### config.mk
export PLATFORM = sky130hd
export DESIGN_NAME = memory_access_flat
export DESIGN_NICKNAME = d
export VERILOG_FILES = /design/src/rtl/memory_access_pkg.sv /design/src/rtl/memory_access_if.sv /design/src/rtl/memory_access_load_align.sv /design/src/rtl/memory_access.sv /design/src/flat_wrapper.sv
export SDC_FILE = /design/constraint.sdc
export NUM_CORES = 1
export LEC_CHECK = 0
export ABC_AREA = 1
export BUFFER_PORTS_ARGS = -buffer_cell sky130_fd_sc_hd__clkbuf_2
export CAP_MARGIN = 30
export CORE_AREA = 4 4 236 238
export CTS_CLUSTER_DIAMETER = 100
export DETAILED_ROUTE_END_ITERATION = 12
export DIE_AREA = 0 0 240 242
export PLACE_DENSITY = 0.68
export SLEW_MARGIN = 10
export SYNTH_ARGS = -nofsm -noshare
export SYNTH_HDL_FRONTEND = slang
export SYNTH_SLANG_ARGS = --single-unit
### constraint.sdc
create_clock -name clk -period 10.87 [get_ports clk]
set_input_delay 1.087 -clock clk [delete_from_list [all_inputs] [get_ports clk]]
set_output_delay 1.087 -clock clk [all_outputs]
set_load 0.01 [all_outputs]
### src/rtl/memory_access_pkg.sv
// Shared types for the RV64 memory stage: bus widths, stage registers,
// memory FSM states, writeback source select and funct3 width codes.
// Ports: none (package).
package memory_access_pkg;

   typedef logic [63:0] data_data_t;
   typedef logic [63:0] func_addr_t;

   typedef enum logic [1:0] {
      MS_IDLE,
      MS_BUSY,
      MS_DONE,
      MS_DRAIN
   } mem_state_t;

   // Source of the value written to rd in the writeback stage.
   typedef enum logic [1:0] {
      STRD_NONE,
      STRD_ALU_OUT,
      STRD_MEM_OUT,
      STRD_PC_4
   } state_rd_t;

   // Load funct3 codes; stores use only the low two bits (size).
   localparam logic [2:0] F3_LB  = 3'b000;
   localparam logic [2:0] F3_LH  = 3'b001;
   localparam logic [2:0] F3_LW  = 3'b010;
   localparam logic [2:0] F3_LD  = 3'b011;
   localparam logic [2:0] F3_LBU = 3'b100;
   localparam logic [2:0] F3_LHU = 3'b101;
   localparam logic [2:0] F3_LWU = 3'b110;

   localparam logic [1:0] SZ_B = 2'b00;
   localparam logic [1:0] SZ_H = 2'b01;
   localparam logic [1:0] SZ_W = 2'b10;
   localparam logic [1:0] SZ_D = 2'b11;

   typedef struct packed {
      logic       mem_read;
      logic       mem_write;
      data_data_t write_data;
      func_addr_t data_addr;
   } mem_t;

   typedef struct packed {
      logic       reg_write;
      logic [4:0] rd;
      state_rd_t  st_rd;
      data_data_t write_data;
   } wri_t;

   // Byte-lane enables for an access of the given size, before lane shift.
   function automatic logic [7:0] store_mask(input logic [1:0] size);
      logic [7:0] m;
      case (size)
         SZ_B:    m = 8'h01;
         SZ_H:    m = 8'h03;
         SZ_W:    m = 8'h0F;
         default: m = 8'hFF;
      endcase
      return m;
   endfunction

endpackage

### src/rtl/memory_access_if.sv
// Data-bus request/response bundle between the memory stage and memory.
// master = memory stage (drives request, receives data_ok/data);
// slave = memory side. Request fields are valid only while dreq_valid=1.
interface memory_access_if;
   import memory_access_pkg::*;

   logic       dreq_valid;
   logic       dreq_write;
   func_addr_t dreq_addr;
   logic [7:0] dreq_strobe;
   data_data_t dreq_data;
   logic       dresp_data_ok;
   data_data_t dresp_data;

   modport master (
      output dreq_valid, dreq_write, dreq_addr, dreq_strobe, dreq_data,
      input  dresp_data_ok, dresp_data
   );

   modport slave (
      input  dreq_valid, dreq_write, dreq_addr, dreq_strobe, dreq_data,
      output dresp_data_ok, dresp_data
   );
endinterface

### src/rtl/memory_access_load_align.sv
// Load data alignment: shifts the doubleword-aligned bus data down to the
// accessed byte and sign/zero-extends per funct3. Purely combinational.
// Ports: dresp_data (bus lanes), off (addr[2:0]), fun3 -> result (64 b).
module memory_access_load_align
   import memory_access_pkg::*;
(
   input  data_data_t dresp_data,
   input  logic [2:0] off,
   input  logic [2:0] fun3,
   output data_data_t result
);

   data_data_t raw;

   always_comb begin
      raw = dresp_data >> {off, 3'b000};
      case (fun3)
         F3_LB:   result = {{56{raw[7]}},  raw[7:0]};
         F3_LH:   result = {{48{raw[15]}}, raw[15:0]};
         F3_LW:   result = {{32{raw[31]}}, raw[31:0]};
         F3_LD:   result = raw;
         F3_LBU:  result = {56'd0, raw[7:0]};
         F3_LHU:  result = {48'd0, raw[15:0]};
         F3_LWU:  result = {32'd0, raw[31:0]};
         default: result = '0;
      endcase
   end

endmodule

### src/rtl/memory_access.sv
// Memory stage: one data-bus load/store per instruction, load align, and
// writeback-register update on the controller's update pulse.
// Latency: 2 cycles with a zero-wait bus (+1 per bus wait); non-memory ops
// and bubbles report finished combinationally. Backpressure: dreq_valid is
// held until dresp_data_ok; a request flushed by update is drained (DRAIN)
// before the next instruction may issue.
// Ports: clk, reset (async, active-high); mem_now/mem_fun3/mem_pc/wri_now/
// mem_nop from execute; update from controller; dbus (request master);
// finished to controller; wri_nxt/wri_pc/wri_nop writeback registers.
module memory_access
   import memory_access_pkg::*;
(
   input  logic                   clk,
   input  logic                   reset,
   input  mem_t                   mem_now,
   input  logic [2:0]             mem_fun3,
   input  func_addr_t             mem_pc,
   input  wri_t                   wri_now,
   input  logic                   mem_nop,
   input  logic                   update,
   memory_access_if.master        dbus,
   output logic                   finished,
   output wri_t                   wri_nxt,
   output func_addr_t             wri_pc,
   output logic                   wri_nop
);

   mem_state_t state, state_nxt;
   logic       op;
   logic [2:0] off;
   logic       issue;
   logic       resp_in_busy;

   logic       req_write;
   func_addr_t req_addr;
   logic [7:0] req_strobe;
   data_data_t req_data;

   data_data_t align_result;
   data_data_t cap_data;
   data_data_t load_result;
   wri_t       wb_data;

   assign op  = !mem_nop && (mem_now.mem_read || mem_now.mem_write);
   assign off = mem_now.data_addr[2:0];

   assign resp_in_busy = (state == MS_BUSY) && dbus.dresp_data_ok;

   // ---------------- FSM ----------------
   always_ff @(posedge clk or posedge reset) begin
      if (reset) state <= MS_IDLE;
      else       state <= state_nxt;
   end

   always_comb begin
      state_nxt = state;
      issue     = 1'b0;
      case (state)
         MS_IDLE: begin
            // update with an op still in IDLE means the op was flushed
            // before it ever reached the bus.
            if (op && !update) begin
               state_nxt = MS_BUSY;
               issue     = 1'b1;
            end
         end
         MS_BUSY: begin
            if (dbus.dresp_data_ok) state_nxt = update ? MS_IDLE : MS_DONE;
            else if (update)        state_nxt = MS_DRAIN;
         end
         MS_DONE: begin
            if (update) state_nxt = MS_IDLE;
         end
         MS_DRAIN: begin
            if (dbus.dresp_data_ok) state_nxt = MS_IDLE;
         end
         default: state_nxt = MS_IDLE;
      endcase
   end

   // ---------------- request fields ----------------
   // Latched at issue so they stay stable through BUSY and DRAIN, even
   // after mem_now has moved on to the next instruction during a drain.
   always_ff @(posedge clk or posedge reset) begin
      if (reset) begin
         req_write  <= 1'b0;
         req_addr   <= '0;
         req_strobe <= '0;
         req_data   <= '0;
      end else if (issue) begin
         req_write  <= mem_now.mem_write;
         req_addr   <= mem_now.data_addr;
         // Lanes shifted past byte 7 are dropped (doubleword crossing).
         req_strobe <= mem_now.mem_write ? (store_mask(mem_fun3[1:0]) << off) : 8'h00;
         req_data   <= mem_now.write_data << {off, 3'b000};
      end
   end

   assign dbus.dreq_valid  = (state == MS_BUSY) || (state == MS_DRAIN);
   assign dbus.dreq_write  = req_write;
   assign dbus.dreq_addr   = req_addr;
   assign dbus.dreq_strobe = req_strobe;
   assign dbus.dreq_data   = req_data;

   // ---------------- load path ----------------
   memory_access_load_align u_load_align (
      .dresp_data (dbus.dresp_data),
      .off        (off),
      .fun3       (mem_fun3),
      .result     (align_result)
   );

   // Drained responses never reach cap_data: only BUSY captures.
   always_ff @(posedge clk or posedge reset) begin
      if (reset)             cap_data <= '0;
      else if (resp_in_busy) cap_data <= align_result;
   end

   // update coinciding with data_ok in BUSY bypasses the capture register.
   assign load_result = resp_in_busy ? align_result : cap_data;

   assign finished = !op || (state == MS_DONE);

   // ---------------- writeback registers ----------------
   always_comb begin
      wb_data = wri_now;
      if (mem_now.mem_read && (wri_now.st_rd == STRD_MEM_OUT))
         wb_data.write_data = load_result;
   end

   always_ff @(posedge clk or posedge reset) begin
      if (reset) begin
         wri_nxt <= '0;
         wri_pc  <= '0;
         wri_nop <= 1'b1;
      end else if (update) begin
         wri_nop <= mem_nop;
         if (!mem_nop) begin
            wri_pc  <= mem_pc;
            wri_nxt <= wb_data;
         end
      end
   end

endmodule

### src/flat_wrapper.sv
// flat-port wrapper written by rule: the top's interface ports become plain ports
module memory_access_flat import memory_access_pkg::*;
  (clk, reset, mem_now, mem_fun3, mem_pc, wri_now, mem_nop, update, finished, wri_nxt, wri_pc, wri_nop, dbus_dreq_valid, dbus_dreq_write, dbus_dreq_addr, dbus_dreq_strobe, dbus_dreq_data, dbus_dresp_data_ok, dbus_dresp_data);
  memory_access_if dbus_i ();
  input  logic clk;
  input  logic reset;
  input  mem_t mem_now;
  input  logic [2:0] mem_fun3;
  input  func_addr_t mem_pc;
  input  wri_t wri_now;
  input  logic mem_nop;
  input  logic update;
  output logic finished;
  output wri_t wri_nxt;
  output func_addr_t wri_pc;
  output logic wri_nop;
  output wire logic [$bits(dbus_i.dreq_valid)-1:0] dbus_dreq_valid;
  output wire logic [$bits(dbus_i.dreq_write)-1:0] dbus_dreq_write;
  output wire logic [$bits(dbus_i.dreq_addr)-1:0] dbus_dreq_addr;
  output wire logic [$bits(dbus_i.dreq_strobe)-1:0] dbus_dreq_strobe;
  output wire logic [$bits(dbus_i.dreq_data)-1:0] dbus_dreq_data;
  input wire logic [$bits(dbus_i.dresp_data_ok)-1:0] dbus_dresp_data_ok;
  input wire logic [$bits(dbus_i.dresp_data)-1:0] dbus_dresp_data;
  assign dbus_dreq_valid = dbus_i.dreq_valid;
  assign dbus_dreq_write = dbus_i.dreq_write;
  assign dbus_dreq_addr = dbus_i.dreq_addr;
  assign dbus_dreq_strobe = dbus_i.dreq_strobe;
  assign dbus_dreq_data = dbus_i.dreq_data;
  assign dbus_i.dresp_data_ok = dbus_dresp_data_ok;
  assign dbus_i.dresp_data = dbus_dresp_data;
  memory_access u_core (.clk(clk), .reset(reset), .mem_now(mem_now), .mem_fun3(mem_fun3), .mem_pc(mem_pc), .wri_now(wri_now), .mem_nop(mem_nop), .update(update), .dbus(dbus_i), .finished(finished), .wri_nxt(wri_nxt), .wri_pc(wri_pc), .wri_nop(wri_nop));
endmodule
==> flow_metrics.tcl <==
set metrics [dict create \
    status "finished, final reports clean" \
    clockBufferDepth 3 \
    grt_pass1_wl_um 102000 \
    clk_latency_ns 0.57 \
    avgViaCountPerCell 4.88 \
    grt_overflow_total 0 \
    ys_ff_latch 340 \
    fin_nets 3206 \
    die_h_um 242 \
    finalWeightedCongestion 0.959 \
    start_util_pct 32.1 \
    htree_levels 2 \
    fill_cells 5593 \
    route.vias.total 17625 \
    die_w_um 240 \
    post-route-period-util_pct 40.0 \
    synth-simple-area-share_pct 34.1 \
    cts.sinks 340 \
    tns_ns 0 \
    hp-class "reg -> reg" \
    synth_compound_area_share_pct 9.73 \
    clock-root-buffer "clkbuf_16" \
    ys_warn_count 0 \
    clock_power_share_pct 29.1 \
    ys_async_sr_fraction_pct 100 \
    drv_cap 0 \
    cts_hold_buf 0 \
    maxSlewViolCount 0 \
    ys_dominant_reg_cell "dfrtp_1" \
    io_pins 614 \
    slew_headroom_pct 29.0 \
    final.min_clock_period_ns 4.35 \
    cp.required_ns 11.36 \
    synth_top_family_by_area "simple AND/OR/NAND/NOR gates" \
    cp_max_fo 54 \
    drt_iter0_drc 1743 \
    worst_slew_pin_slew_ns 1.06 \
    wl_per_cell_um 19.1 \
    cts_setup_buffers 0 \
    syn_nets 2680 \
    rows 85 \
    cts_tree "yes" \
    rsz0062_at_grt "false" \
    die_area_um2 58100 \
    grt_pass1_vias 16728 \
    netlist_instances 2342 \
    synth_cell_types 43 \
    synthMuxAreaShare_pct 0.757 \
    seq_area_frac_synth_pct 49.5 \
    switching_share_pct 35.9 \
    drtAntennaViolNets 0 \
    p_switching_mw 1.67 \
    hold_viol 0 \
    seq_power_share_pct 40.5 \
    grt_max_degree 156 \
    worstSetupPathType "in -> reg" \
    cts.repair.resized 0 \
    antenna_found_initial 27 \
    setup_viol 0 \
    layout-drive-gt1-share_pct 25.5 \
    p_comb_share_pct 30.4 \
    drt_wl_total_um 68900 \
    synthXorXnorAreaFrac_pct 0 \
    yosysTopAreaCellShare_pct 49.3 \
    port-buffer-count 613 \
    syn-cell-area_um2 17200 \
    worst_clock_skew_ns 0.0333 \
    cts-buffers-inserted 40 \
    fmax_ghz 0.230 \
    whs_ns 0.468 \
    end_kind "flip-flop" \
    synth-edff-count 0 \
    synth_fa_ha_area_share_pct 0 \
    clk_pin_slew_ns 0.06 \
    start_kind "input pin" \
    drc 0 \
    synthTopCellsByArea "dfrtp_1 49%, nand2_1 24%, nor2_1 4.2%" \
    firstDrtPassIters 6 \
    syn_area_per_cell_um2 7.34 \
    coreArea_um2 53600 \
    track_usage_pct 22.6 \
    hpwlAfterDp_um 51600 \
    cp.arrival_ns 4.84 \
    yosys.area.top_type "dfrtp_1" \
    vdd_drop_max_uv 103 \
    area_delta_synth_final_pct 28.3 \
    p_leak_nw 12.2 \
    p_int_mw 2.98 \
    powerDensity_nw_per_um2 211 \
]
worst paths after layout:
path / cells past startpoint / slack, ns / start / endpoint
min in group asynchronous: 2 / 0.63 / reset / u_core.wri_nxt[34]
setup reg to reg: 9 / 8.01 / u_core.state[0] / u_core.wri_nxt[4]
setup / recovery: 14 / 6.52 / mem_now[1] / u_core.wri_nxt[30]
max in group asynchronous: 3 / 8.77 / reset / u_core.wri_pc[61]
hold / removal: 2 / 0.47 / u_core.wri_pc[8] / u_core.wri_pc[8]
hold reg to reg: 2 / 0.47 / u_core.wri_pc[8] / u_core.wri_pc[8]
cells by family (layout without fill, tap and decap cells):
kind of cell	count (synthesis)	count (layout)
DFF	340	340
buffers and inverters	226	783
and+or+nand+nor	1473	1473
muxes	13	13
AOI/OAI and AO/OA	290	290
other	0	16
synth_stat cells (2+ instances only):
| master | number |
|---|---|
| nand2_1 | 1095 |
| dfrtp_1 | 339 |
| nor2_1 | 194 |
| nand3_1 | 123 |
| o21ai_0 | 105 |
| clkbuf_1 | 76 |
| o21ai_1 | 73 |
| inv_1 | 65 |
| buf_2 | 35 |
| o211ai_1 | 35 |
| a21oi_1 | 33 |
| nand4_1 | 32 |
| buf_1 | 19 |
| mux2i_1 | 13 |
| a22o_1 | 11 |
| buf_4 | 11 |
| o22ai_1 | 9 |
| a22oi_1 | 7 |
| buf_6 | 7 |
| inv_2 | 7 |
| nand3_2 | 5 |
| o21ai_2 | 5 |
| o221ai_1 | 5 |
| or2_2 | 5 |
| clkinv_1 | 4 |
| nand2_2 | 4 |
| a32o_1 | 3 |
| nor3_1 | 3 |
| and2_0 | 2 |
| and2_1 | 2 |
| nor2_2 | 2 |
| or2_1 | 2 |
layer usage:
layer	vias to the layer above	GRT usage [%]	part of all wire [%]
met4	20	8.86	4.1
met5	-	0	0.20
li1	8559	-	-
met3	139	6.53	9.1
met2	815	35.4	45
met1	8092	29.7	41
placed cells by master (no fill, tap or decap), types with 4 or more instances in the layout:
cell and count:
nand2_1 1095, clkbuf_2 611, dfrtp_1 339, nor2_1 193
nand3_1 123, o21ai_0 105, o21ai_1 73, inv_1 63
clkbuf_16 40, o211ai_1 35, a21oi_1 33, nand4_1 32
buf_4 18, diode_2 16, mux2i_1 13, a22o_1 11
clkbuf_8 11, o22ai_1 9, inv_2 7, clkinv_2 7
a22oi_1 7, clkbuf_1 6, o221ai_1 5, o21ai_2 5
or2_2 5, nor2_4 4, nand3_2 4, nand2_2 4
area by class of cell:
type / instances / area, um2 / area share (%)
Antenna cell: 16 / 40.0 / 0.181
Clock buffer: 57 / 1170 / 5.32
Clock inverter: 16 / 153 / 0.692
Inverter: 76 / 299 / 1.36
Multi-Input combinational cell: 1776 / 7710 / 34.9
Sequential cell: 340 / 8510 / 38.6
Tap cell: 696 / 871 / 3.95
Timing Repair Buffer: 634 / 3310 / 15.0
worst max-delay path, cell delays in order:
cell and delay [ns]:
buf_4 0.40, clkinv_2 0.71, buf_4 0.57, nor2_4 0.28
nand2_1 0.12, nand3_2 0.11, nand3_2 0.58, nand2_1 0.32
inv_2 0.20, nand2_1 0.12, nand2_1 0.07, nand3_1 0.11
nand2_1 0.06, nand2_1 0.06
sequential cells by signal (all words and copies together) (netlist names):
| signal | cells |
|---|---|
| u_core.wri_nxt | 72 |
| u_core.cap_data | 64 |
| u_core.dbus.dreq_addr | 64 |
| u_core.dbus.dreq_data | 64 |
| u_core.wri_pc | 64 |
| u_core.dbus.dreq_strobe | 8 |
| u_core.state | 2 |
| u_core.dbus.dreq_write | 1 |
| u_core.wri_nop | 1 |
power by group through the flow:
stage	sequential, mW	combinational (mW)	clock, mW
after floorplan	2.02	0.628	0
after global placement	1.89	1.40	0
after detailed placement	1.90	1.42	0
after CTS	1.88	1.43	1.38
after global routing	1.93	1.57	1.44
final	1.88	1.41	1.35
through the flow:
step	setup slack [ns]	power [mW]	cells	util (%)	instance area, um2
after floorplan	0.361	2.65	2342	-	17200
after global placement	6.02	3.29	3517	38.4	20600
after detailed placement	5.99	3.32	3520	38.5	20700
after CTS	6.53	4.69	3593	41.0	22000
after global routing	6.17	4.94	3605	41.1	22100
final	6.52	4.65	3611	41.2	22100
Note: power is estimated with default switching activity, not from simulation.
